**config.mk**
```make
export PLATFORM = sky130hd
export DESIGN_NAME = avalon_lock_arbiter
export DESIGN_NICKNAME = d
export VERILOG_FILES = /design/src/rtl/avalon_lock_arbiter_pkg.sv /design/src/rtl/avalon_port_mux.sv /design/src/rtl/avalon_lock_arbiter.sv
export SDC_FILE = /design/constraint.sdc
export NUM_CORES = 1
export LEC_CHECK = 0
export BUFFER_PORTS_ARGS = -buffer_cell sky130_fd_sc_hd__buf_4
export CAP_MARGIN = 15
export CELL_PAD_IN_SITES_DETAIL_PLACEMENT = 1
export CELL_PAD_IN_SITES_GLOBAL_PLACEMENT = 1
export CORE_MARGIN = 8
export CORE_UTILIZATION = 20
export DETAILED_ROUTE_END_ITERATION = 7
export PLACE_DENSITY_LB_ADDON = 0.1
export SLEW_MARGIN = 0
export SYNTH_ARGS = -nofsm -noshare
export SYNTH_HDL_FRONTEND = slang
export SYNTH_SLANG_ARGS = --single-unit
export TNS_END_PERCENT = 20
```
**constraint.sdc**
```tcl
create_clock -name clk -period 3.9 [get_ports clk]
set_input_delay 0.975 -clock clk [delete_from_list [all_inputs] [get_ports clk]]
set_output_delay 0.975 -clock clk [all_outputs]
set_load 0.03 [all_outputs]
```
**src/rtl/avalon_lock_arbiter_pkg.sv**
```systemverilog
// Shared interconnect types for the two-master Avalon lock arbiter:
// arbiter state encoding and the Avalon request bundle used on every port.
package avalon_lock_arbiter_pkg;

  typedef enum logic [1:0] {
    IDLE   = 2'd0,
    BUSY   = 2'd1,
    LOCKED = 2'd2
  } arb_state_t;

  typedef struct packed {
    logic [31:0] addr;
    logic [3:0]  byteenable;
    logic [31:0] writedata;
    logic        read;
    logic        write;
    logic        lock;
  } avl_req_t;

  function automatic logic is_request(input avl_req_t r);
    return r.read | r.write;
  endfunction

endpackage

```
**src/rtl/avalon_port_mux.sv**
```systemverilog
// 2:1 request selection toward the slave plus waitrequest steering back to
// the masters; purely combinational.
module avalon_port_mux
  import avalon_lock_arbiter_pkg::*;
(
  input  avl_req_t s0,
  input  avl_req_t s1,
  input  logic     sel_valid,
  input  logic     sel,
  input  logic     m_waitrequest,
  output avl_req_t m,
  output logic     s0_waitrequest,
  output logic     s1_waitrequest
);

  // Without a selection the slave sees no strobes and both masters stall.
  always_comb begin
    m              = '0;
    s0_waitrequest = 1'b1;
    s1_waitrequest = 1'b1;
    if (sel_valid) begin
      if (sel) begin
        m              = s1;
        s1_waitrequest = m_waitrequest;
      end else begin
        m              = s0;
        s0_waitrequest = m_waitrequest;
      end
    end
  end

endmodule

```
**src/rtl/avalon_lock_arbiter.sv**
```systemverilog
// Round-robin two-master Avalon arbiter with zero added latency, lock
// support for atomic sequences and a watchdog on idle locks.
module avalon_lock_arbiter
  import avalon_lock_arbiter_pkg::*;
#(
  parameter int LOCK_MAX = 64
) (
  input  logic        clk,
  input  logic        rst,
  input  logic [31:0] s0_addr,
  input  logic [3:0]  s0_byteenable,
  input  logic [31:0] s0_writedata,
  input  logic        s0_read,
  input  logic        s0_write,
  input  logic        s0_lock,
  input  logic [31:0] s1_addr,
  input  logic [3:0]  s1_byteenable,
  input  logic [31:0] s1_writedata,
  input  logic        s1_read,
  input  logic        s1_write,
  input  logic        s1_lock,
  output logic        s0_waitrequest,
  output logic        s1_waitrequest,
  output logic [31:0] s0_readdata,
  output logic [31:0] s1_readdata,
  output logic [31:0] m_addr,
  output logic [3:0]  m_byteenable,
  output logic [31:0] m_writedata,
  output logic        m_read,
  output logic        m_write,
  output logic        m_lock,
  input  logic        m_waitrequest,
  input  logic [31:0] m_readdata,
  output logic [1:0]  grant,
  output logic        lock_timeout,
  output arb_state_t  state
);

  localparam int CW = $clog2(LOCK_MAX);
  localparam logic [CW-1:0] CNT_MAX = CW'(LOCK_MAX - 1);

  // Handshake: a master's request (read|write with its fields) is accepted in
  // the cycle its waitrequest is low; while waitrequest is high it must hold
  // every request field, lock included, stable.

  avl_req_t   s0_req, s1_req, m_req;
  arb_state_t state_n;
  logic       owner, owner_n;
  logic       last, last_n;
  logic       lock_timeout_n;
  logic [CW-1:0] idle_cnt, idle_cnt_n;
  logic       sel_valid, sel;
  logic       req0, req1, own_req, own_lock, oth_req;

  assign s0_req = '{addr: s0_addr, byteenable: s0_byteenable, writedata: s0_writedata,
                    read: s0_read, write: s0_write, lock: s0_lock};
  assign s1_req = '{addr: s1_addr, byteenable: s1_byteenable, writedata: s1_writedata,
                    read: s1_read, write: s1_write, lock: s1_lock};

  assign req0     = is_request(s0_req);
  assign req1     = is_request(s1_req);
  assign own_req  = owner ? req1 : req0;
  assign own_lock = owner ? s1_lock : s0_lock;
  assign oth_req  = owner ? req0 : req1;

  always_comb begin
    state_n        = state;
    owner_n        = owner;
    last_n         = last;
    idle_cnt_n     = idle_cnt;
    lock_timeout_n = lock_timeout;
    sel_valid      = 1'b0;
    sel            = owner;
    case (state)
      IDLE: begin
        if (req0 | req1) begin
          sel_valid = 1'b1;
          sel       = (req0 & req1) ? ~last : req1;
          if (!m_waitrequest) begin
            last_n = sel;
            if (sel ? s1_lock : s0_lock) begin
              state_n = LOCKED;
              owner_n = sel;
            end
          end else begin
            state_n = BUSY;
            owner_n = sel;
          end
        end
      end
      BUSY: begin
        sel_valid = 1'b1;
        if (!m_waitrequest) begin
          last_n  = owner;
          state_n = own_lock ? LOCKED : IDLE;
        end
      end
      LOCKED: begin
        sel_valid = 1'b1;
        if (own_req) begin
          idle_cnt_n = '0;
          if (!m_waitrequest) begin
            last_n = owner;
            if (!own_lock) state_n = IDLE;
          end
        end else if (!own_lock) begin
          state_n    = IDLE;
          idle_cnt_n = '0;
        end else if (idle_cnt == CNT_MAX && oth_req) begin
          // last already names the owner, so the starved port wins next.
          state_n        = IDLE;
          idle_cnt_n     = '0;
          lock_timeout_n = 1'b1;
        end else if (idle_cnt != CNT_MAX) begin
          idle_cnt_n = idle_cnt + 1'b1;
        end
      end
      default: state_n = IDLE;
    endcase
    if (rst) sel_valid = 1'b0;
  end

  always_ff @(posedge clk or posedge rst) begin
    if (rst) begin
      state        <= IDLE;
      owner        <= 1'b0;
      last         <= 1'b1;
      idle_cnt     <= '0;
      lock_timeout <= 1'b0;
    end else begin
      state        <= state_n;
      owner        <= owner_n;
      last         <= last_n;
      idle_cnt     <= idle_cnt_n;
      lock_timeout <= lock_timeout_n;
    end
  end

  avalon_port_mux u_mux (
    .s0             (s0_req),
    .s1             (s1_req),
    .sel_valid      (sel_valid),
    .sel            (sel),
    .m_waitrequest  (m_waitrequest),
    .m              (m_req),
    .s0_waitrequest (s0_waitrequest),
    .s1_waitrequest (s1_waitrequest)
  );

  assign m_addr       = m_req.addr;
  assign m_byteenable = m_req.byteenable;
  assign m_writedata  = m_req.writedata;
  assign m_read       = m_req.read;
  assign m_write      = m_req.write;
  assign m_lock       = m_req.lock;

  assign s0_readdata = m_readdata;
  assign s1_readdata = m_readdata;

  assign grant = (state == IDLE) ? 2'b00 : (owner ? 2'b10 : 2'b01);

endmodule

```
# After elaboration in Yosys (flattened, before gate mapping)

Cells that the tools add are included.

Bitwise operators: 6
Equality and inequality tests: 13
Muxes and demuxes: 40
Add/subtract/negate cells: 1
Reductions and logical operators: 10

Operator list:

| kind                                                                    | number |
|---|---|
| 71-bit 2-to-1 mux                                                       | 2 |
| 2-bit 2-to-1 mux                                                        | 12 |
| 6-bit 2-to-1 mux                                                        | 4 |
| 1-bit 2-to-1 mux                                                        | 19 |
| 3-bit inequality test, second input constant                            | 4 |
| 2-bit inequality test, second input constant                            | 4 |
| 4-bit AND reduction                                                     | 2 |
| 6-bit by 1-bit adder with 6-bit output, second input constant           | 1 |
| 6-bit == test, second input constant                                    | 1 |
| 6-bit inequality test, second input constant                            | 1 |
| 2-bit one-hot mux with 3 select lines                                   | 1 |
| 6-bit AND reduction                                                     | 1 |
| 4-bit by 2-bit inequality test with 1-bit output, second input constant | 1 |
| 1-bit OR                                                                | 3 |
| 1-bit one-hot mux with 3 select lines                                   | 1 |
| 3-bit AND reduction                                                     | 1 |
| 3-bit nonzero test                                                      | 1 |
| 2-bit by 1-bit == test with 1-bit output, second input constant         | 1 |
| 2-bit == test, second input constant                                    | 1 |
| 2-bit zero test                                                         | 1 |
| 1-bit inverter                                                          | 2 |
| 1-bit one-hot mux with 2 select lines                                   | 1 |
| 2-bit AND reduction                                                     | 1 |
| 2-bit nonzero test                                                      | 1 |
| other kinds (3)                                                         | 3 |

Output and inout port bits: 142
Bits in registers: 11
Bits of input ports: 177
Logic and storage cells: 75

# Longest topological paths before layout

Gate-level depths: netlist of run 1.

Depth in word-level cells: 8
Gate-level depth with buffers: 9
Gate-level depth less buffers: 6

# Hierarchy

Synthesis of run 1 repeated with hierarchy kept, for this count alone.

Cells, all modules: 327
Area total of the unflattened synthesis: 2632.5 µm²

Modules (own cells, without submodules):

| module              | sequential area each (µm²) | cells each | area each (µm²) | times used |
|---|---|---|---|---|
| avalon_lock_arbiter | 276.5                      | 167        | 1340.0          | 1 |
| avalon_port_mux     | 0.0                        | 160        | 1292.5          | 1 |

# Worst setup path before layout of run 1

Ideal clock, no wire load.

Kind: input -> output
Start point: input port s0_read
End point: output port m_addr[0]
Arrival: 2.430 ns
Path slack: 0.495 ns
Stages: 7
Path buffers: 2
Required time: 2.925 ns
Path through: or2_1 a21oi_2 a22o_1 buf_4 buf_4 nand2_1 a21oi_1

Longest elaborated chain between the ends: 7
Elaborated cells between the ends (all ways): 11
Classes of those cells: mux: 8; bitwise: 3

Ends and longest elaborated chain:

| what                | RTL line                      | RTL |
|---|---|---|
| start, declared     | avalon_lock_arbiter.sv:13     | `input logic s0_read,` |
| 1-bit OR *          | avalon_lock_arbiter_pkg.sv:21 | `return r.read \| r.write;` |
| 1-bit AND           | avalon_lock_arbiter.sv:78     | `sel = (req0 & req1) ? ~last : req1;` |
| 1-bit 2-to-1 mux    | avalon_lock_arbiter.sv:78     |  |
| 1-bit 2-to-1 mux    | avalon_lock_arbiter.sv:76     | `if (req0 \| req1) begin` |
| 1-bit 2-to-1 mux    | avalon_lock_arbiter.sv:74     | `case (state)` |
| 71-bit 2-to-1 mux   | avalon_port_mux.sv:22         | `if (sel) begin` |
| 71-bit 2-to-1 mux * | avalon_port_mux.sv:21         | `if (sel_valid) begin` |
| end, declared       | avalon_lock_arbiter.sv:26     | `output logic [31:0] m_addr,` |

Mark *: on every way between the ends. The rest lies on a longest branch, timed or not.

# Final worst setup path of run 1

Start point: input port s0_read
End point: output port m_byteenable[1]

Longest elaborated chain between the ends: 7
Elaborated cells between the ends (all ways): 11
Classes of those cells: mux: 8; bitwise: 3

Ends and longest elaborated chain:

| what                | RTL line                      | RTL |
|---|---|---|
| 1-bit OR *          | avalon_lock_arbiter_pkg.sv:21 |  |
| 1-bit AND           | avalon_lock_arbiter.sv:78     |  |
| 1-bit 2-to-1 mux    | avalon_lock_arbiter.sv:78     |  |
| 1-bit 2-to-1 mux    | avalon_lock_arbiter.sv:76     |  |
| 1-bit 2-to-1 mux    | avalon_lock_arbiter.sv:74     |  |
| 71-bit 2-to-1 mux   | avalon_port_mux.sv:22         |  |
| 71-bit 2-to-1 mux * | avalon_port_mux.sv:21         |  |
| end, declared       | avalon_lock_arbiter.sv:27     | `output logic [3:0] m_byteenable,` |

Marks and branches as above.

==> flow_summary_export.csv, run 1 <==
group,metric,value,unit
outcome,run_status,"completed",
cts,clkLatencyLatePin,0.24,ns
logic_synthesis,synth_cells,403,
sta,finClkSkew,0.00201,ns
sta,final-hold-violation-count,0,
route,postRouteAntennaNets,0,
logic_synthesis,synth-edff-count,0,
power,p_leak,2.00,nW
logic_synthesis,syn_nets,585,
cells_and_area,layout-drive-gt1-share,45.5,%
logic_synthesis,yosys-top-cells-count,"nand2_1 (153), a21oi_1 (73), buf_4 (72)",
logic_synthesis,synth_cell_types,44,
logic_synthesis,synth_seq_area_share,11.4,%
cells_and_area,num-nets-final,728,
route,first_pass_iters,4,
logic_synthesis,synth_top_family_by_area,"simple AND/OR/NAND/NOR gates",
power,power_frac_seq,6.5,%
placed_design,routabilityCongestion,0.761,
cells_and_area,nFillCells,1535,
logic_synthesis,async_reset_ff_share,100,%
cts,cts_buffer_depth,2,
logic_synthesis,netlist_top_cells_area,"nand2_1 (24%), buf_4 (22%), a21oi_1 (15%), dfrtp_1 (10%), buf_2 (3.1%)",
cts,htreeDepth,1,
logic_synthesis,syn-cell-area,2420,sq um
sta,max_slew_margin,64.3,%
global_routing,grt_pass1_wl,20100,um
sta,period_minus_slack,3.66,ns
cells_and_area,fin_cells,692,
sta,worstMarginPinSlew,0.536,ns
sta,finalCritPeriodShare,93.8,%
route,drt-total-wl,13000,um
floorplan,die_w,126,um
min_path,hp-class,"reg2reg",
power,ir_drop,0.000431,V
placed_design,numPortBuffers,222,
critical_path,startpoint,"s0_read",
floorplan,die_h,126,um
critical_path,path_max_fanout,13,
sta,setup_viol,0,
logic_synthesis,synth-adder-area-share,2.59,%
cts,ctsHoldBuffers,0,
cts,cts_buffers,3,
power,switching_power,1.80,mW
global_routing,grt_max_degree,73,
sta,grt_setup_unrepaired,"no",
power,p_comb_share,87.2,%
critical_path,critPathKind,"in2out",
logic_synthesis,synth-seq-cells,11,
floorplan,dieArea,15900,sq um
route,post-route-drc-count,0,
cells_and_area,area_growth,57.6,%
placed_design,dpl.hpwl,10700,um
route,vias,3109,
cts,cts_tree,"yes",
global_routing,grt_pass1_vias,3328,
logic_synthesis,yosysWarnings,0,
route,wl_per_cell,18.9,um
critical_path,critPathRequiredTime,2.92,ns
cells_and_area,antenna_cells,0,
sta,finalMaxSlewViolations,0,
cells_and_area,final_area,3810,sq um
floorplan,std_cell_rows,40,
cts,cts.repair.resized,0,
placed_design,dp.cells,688,
critical_path,worstPathArrival,2.68,ns
cts,cts_sinks,11,
power,intPower,1.22,mW
sta,tns,0,ns
logic_synthesis,syn-mean-instance-area,6.00,sq um
sta,fmax,273,MHz
critical_path,cp-start-kind,"input port",
logic_synthesis,synth.area.mux_share,2.33,%
logic_synthesis,synth_compound_area_share,24.4,%
logic_synthesis,synth_top_cell_by_area,"nand2_1",
global_routing,grt_overflow,0,
power,p_clk_share,6.3,%
logic_synthesis,synth.top_cell.area_share,23.7,%
logic_synthesis,yosys.area_share.simple,32.4,%
route,drtIter0Drc,134,
critical_path,end_kind,"output pin",
cts,cts_root_buffer,"clkbuf_16",
min_path,hp-start,"idle_cnt[5]$_DFFE_PP0P_",
logic_synthesis,synth_xor_area_share,0,%
cts,clk_pin_slew_worst_paths,0.04,ns
flow_run,drv_cap,0,
floorplan,core,11900,sq um
power,p_per_area,791,nW/um^2
global_routing,gr-usage-all-layers,15.6,%
logic_synthesis,yosysMostFrequentCell,"nand2_1",
floorplan,io_pins,319,
power,swShare,59.6,%
floorplan,initial_core_util,20.3,%
critical_path,r2r-start,"idle_cnt[0]$_DFFE_PP0P_",
logic_synthesis,synth_ff_type,"dfrtp_1",
cts,post-cts-setup-buffers,0,
route,via_per_inst,4.49,
global_routing,antenna_found_initial,0,
placed_design,detailed_place.area,3730,sq um
final timing paths:
| path | cells after the start | end | slack (ns) |
|---|---|---|---|
| min | 1 | idle_cnt[5]$_DFFE_PP0P_ | 0.48 |
| max | 8 | m_byteenable[1] | 0.24 |
| min reg2reg | 1 | idle_cnt[5]$_DFFE_PP0P_ | 0.48 |
| min in group asynchronous | 2 | idle_cnt[0]$_DFFE_PP0P_ | 0.76 |
| max in group asynchronous | 2 | last$_DFFE_PP1P_ | 2.80 |
| max reg2reg | 6 | state[1]$_DFFE_PP0P_ | 1.72 |
registers in the layout, indices dropped and copies added, names as in the netlist:
signal	count
idle_cnt	6
state	2
last	1
lock_timeout	1
owner	1
critical path, cell delays in order:
cell and delay [ns]:
buf_4 0.14, or2_1 0.27, a21oi_2 0.24, a22o_2 0.34, buf_4 0.25, nand2_1 0.07, a21oi_1 0.20, buf_4 0.20
logic make-up after synthesis:
group	count (synthesis)
fa+ha+maj	5
mux	5
buf+inv	94
simple gates	189
flops	11
compound gates	99
per-layer routing:
layer / track usage (%) / up-vias / part of all wire, % / wire length (um)
met3: 4.73 / 16 / 8.5 / 1100
met2: 29.0 / 144 / 53 / 6920
met1: 17.0 / 1409 / 37 / 4870
met4: 3.04 / 0 / 1.2 / 155
li1: - / 1540 / - / -
met5: 0 / - / 0 / 0
power groups by stage:
stage | registers (mW) | clock network [mW] | logic [mW]
finish | 0.194 | 0.191 | 2.63
global route | 0.202 | 0.200 | 2.88
CTS | 0.196 | 0.197 | 2.70
detailed placement | 0.197 | 0 | 2.69
global placement | 0.197 | 0 | 2.67
floorplan | 0.192 | 0 | 1.85
cell usage in the layout (no fill, tap or decap), types with 2 or more instances in the layout:
master,instances
nand2_1,153
dfrtp_1,10
nand2b_1,2
or3_2,2
a21oi_1,73
nor3_1,5
nand3_1,2
buf_12,4
o31ai_1,2
nor2_1,12
and3_1,3
ha_1,5
or2_1,2
clkbuf_16,3
o21ai_1,8
inv_1,4
buf_4,224
mux2i_1,3
o21ai_0,4
final cells by class:
cell class                      count  area, sq um  share of cell area, %
Timing Repair Buffer              228         1760                   46.2
Multi-Input combinational cell    298         1500                   39.2
Sequential cell                    11          277                   7.26
Tap cell                          147          184                   4.83
Clock buffer                        4         78.8                   2.07
Inverter                            4         15.0                  0.394
stage by stage:
step	total power [mW]	worst slack [ns]	hold slack, ns	util (%)
finish	3.01	0.241	0.478	32.0
global route	3.28	0.106	0.497	32.0
CTS	3.09	0.198	0.480	32.0
detailed placement	2.89	0.210	0.467	31.3
global placement	2.86	0.235	0.462	31.3
floorplan	2.04	0.495	0.441	-
(Power assumes the default switching activity.)
==> run 2, diff against run 1 <==
==> constraint.sdc (replaced) <==
create_clock -name clk -period 4.55 [get_ports clk]
set_input_delay 1.1375 -clock clk [delete_from_list [all_inputs] [get_ports clk]]
set_output_delay 1.1375 -clock clk [all_outputs]
set_load 0.03 [all_outputs]
==> flow_summary_export.csv, run 2 (same netlist as run 1, synthesis figures left out) <==
group,metric,value,unit
outcome,run_status,"completed",
cts,ctsHoldBuffers,0,
route,postRouteAntennaNets,0,
placed_design,routabilityCongestion,0.782,
sta,period_minus_slack,4.02,ns
sta,finClkSkew,0.000841,ns
cells_and_area,multi_input_area,1500,sq um
global_routing,met2_usage,28.9,%
global_routing,gr-usage-all-layers,15.5,%
global_routing,grt_use_met1,17.3,%
cts,htreeDepth,1,
sta,tns,0,ns
critical_path,cp-start-kind,"input port",
power,p_leak,1.99,nW
cells_and_area,antenna_cells,0,
cells_and_area,fin_cells,691,
floorplan,die_w,126,um
cells_and_area,nFillCells,1548,
global_routing,grt_pass1_vias,3187,
route,post-route-drc-count,0,
cells_and_area,regArea,277,sq um
route,first_pass_iters,4,
route,wl_per_cell,19.0,um
critical_path,critPathRequiredTime,3.41,ns
min_path,hp-class,"reg2reg",
floorplan,initial_core_util,20.3,%
route,vias,3124,
floorplan,die_h,126,um
cts,clkLatencyLatePin,0.24,ns
power,ir_drop,0.000365,V
sta,finalCritPeriodShare,88.4,%
cts,cts_buffers,3,
floorplan,io_pins,319,
sta,fmax,249,MHz
flow_run,drv_cap,0,
critical_path,ff2ff_setup_slack,2.45,ns
route,via_per_inst,4.52,
sta,final-hold-violation-count,0,
critical_path,critPathKind,"in2out",
critical_path,r2r_cells,5,
route,drt-total-wl,13100,um
power,p_per_area,678,nW/um^2
cells_and_area,final_cell_mix,"buf_4 (223), nand2_1 (153), a21oi_1 (73)",
cts,cts_root_buffer,"clkbuf_16",
sta,finalMaxSlewViolations,0,
critical_path,path_max_fanout,68,
cts,post-cts-setup-buffers,0,
cells_and_area,regMostFlops,"idle_cnt",
route,drtIter0Drc,139,
placed_design,dp.cells,687,
critical_path,startpoint,"s0_read",
cells_and_area,largest_register_ffs,6,
cells_and_area,layout_commonest_cell,"buf_4",
placed_design,numPortBuffers,222,
global_routing,top_usage_layer,"met2",
global_routing,grt_util_met3,4.30,%
sta,grt_setup_unrepaired,"no",
critical_path,end_kind,"output pin",
cells_and_area,area_growth,57.3,%
global_routing,grt_max_degree,69,
cells_and_area,top_regs,"idle_cnt x6, state x2",
floorplan,core,11900,sq um
cells_and_area,num-nets-final,727,
floorplan,dieArea,15900,sq um
global_routing,grt_overflow,0,
sta,worstMarginPinSlew,0.552,ns
placed_design,dpl.hpwl,10700,um
cells_and_area,layout-drive-gt1-share,45.4,%
global_routing,grt_pass1_wl,19900,um
critical_path,r2r-end,"state[0]$_DFFE_PP0P_",
global_routing,antenna_found_initial,0,
cts,cts.repair.resized,0,
critical_path,r2r-start,"owner$_DFFE_PP0P_",
cts,clk_pin_slew_worst_paths,0.04,ns
sta,max_slew_margin,63.2,%
critical_path,cp-endpoint,"m_addr[25]",
critical_path,worstPathArrival,2.88,ns
cts,cts_buffer_depth,2,
cts,cts_tree,"yes",
cts,cts_sinks,11,
sta,setup_viol,0,
floorplan,std_cell_rows,40,
## run 2: power breakdown
group	internal [mW]	switching, mW
logic	0.787	1.46
registers	0.125	0.0398
clock network	0.118	0.0481
total	1.03	1.55
## run 2: layer usage
layer	vias to the layer above	share of wire [%]
met1	1431	39
li1	1536	-
met4	0	0.71
met2	146	53
met3	11	7.7
met5	-	0
## run 2: per-stage QoR
stage          total power, mW  setup slack (ns)  hold WS, ns  cell area, sq um  util (%)
5_1_grt                   2.79             0.377        0.505              3800      31.9
2_1_floorplan             1.75             0.820        0.441              2420         -
3_3_place_gp              2.45             0.548        0.463              3720      31.3
3_5_place_dp              2.46             0.508        0.465              3720      31.3
6_report                  2.58             0.530        0.487              3800      31.9
4_1_cts                   2.64             0.491        0.484              3800      31.9
## run 2: area by class of cell
| cell class | count | area share [%] |
|---|---|---|
| well taps | 147 | 4.84 |
| repair buffers | 227 | 46.1 |
| multi-input cells | 298 | 39.3 |
| clock buffers | 4 | 2.07 |
| inverters | 4 | 0.395 |
| flip-flops and latches | 11 | 7.27 |
## run 2: worst min path at each step
stage                              from                       end  cells past startpoint
2_1_floorplan   idle_cnt[5]$_DFFE_PP0P_   idle_cnt[5]$_DFFE_PP0P_                      1
3_3_place_gp   lock_timeout$_DFFE_PP0P_  lock_timeout$_DFFE_PP0P_                      1
3_5_place_dp   lock_timeout$_DFFE_PP0P_  lock_timeout$_DFFE_PP0P_                      1
4_1_cts        lock_timeout$_DFFE_PP0P_  lock_timeout$_DFFE_PP0P_                      1
5_1_grt        lock_timeout$_DFFE_PP0P_  lock_timeout$_DFFE_PP0P_                      1
6_report        idle_cnt[5]$_DFFE_PP0P_   idle_cnt[5]$_DFFE_PP0P_                      1
## run 2: critical path, cell delays in order
cell,delay (ns)
buf_4,0.14
or2_1,0.27
a21oi_2,0.26
a22o_2,0.27
buf_12,0.29
nand2_1,0.09
a21oi_1,0.21
buf_4,0.20
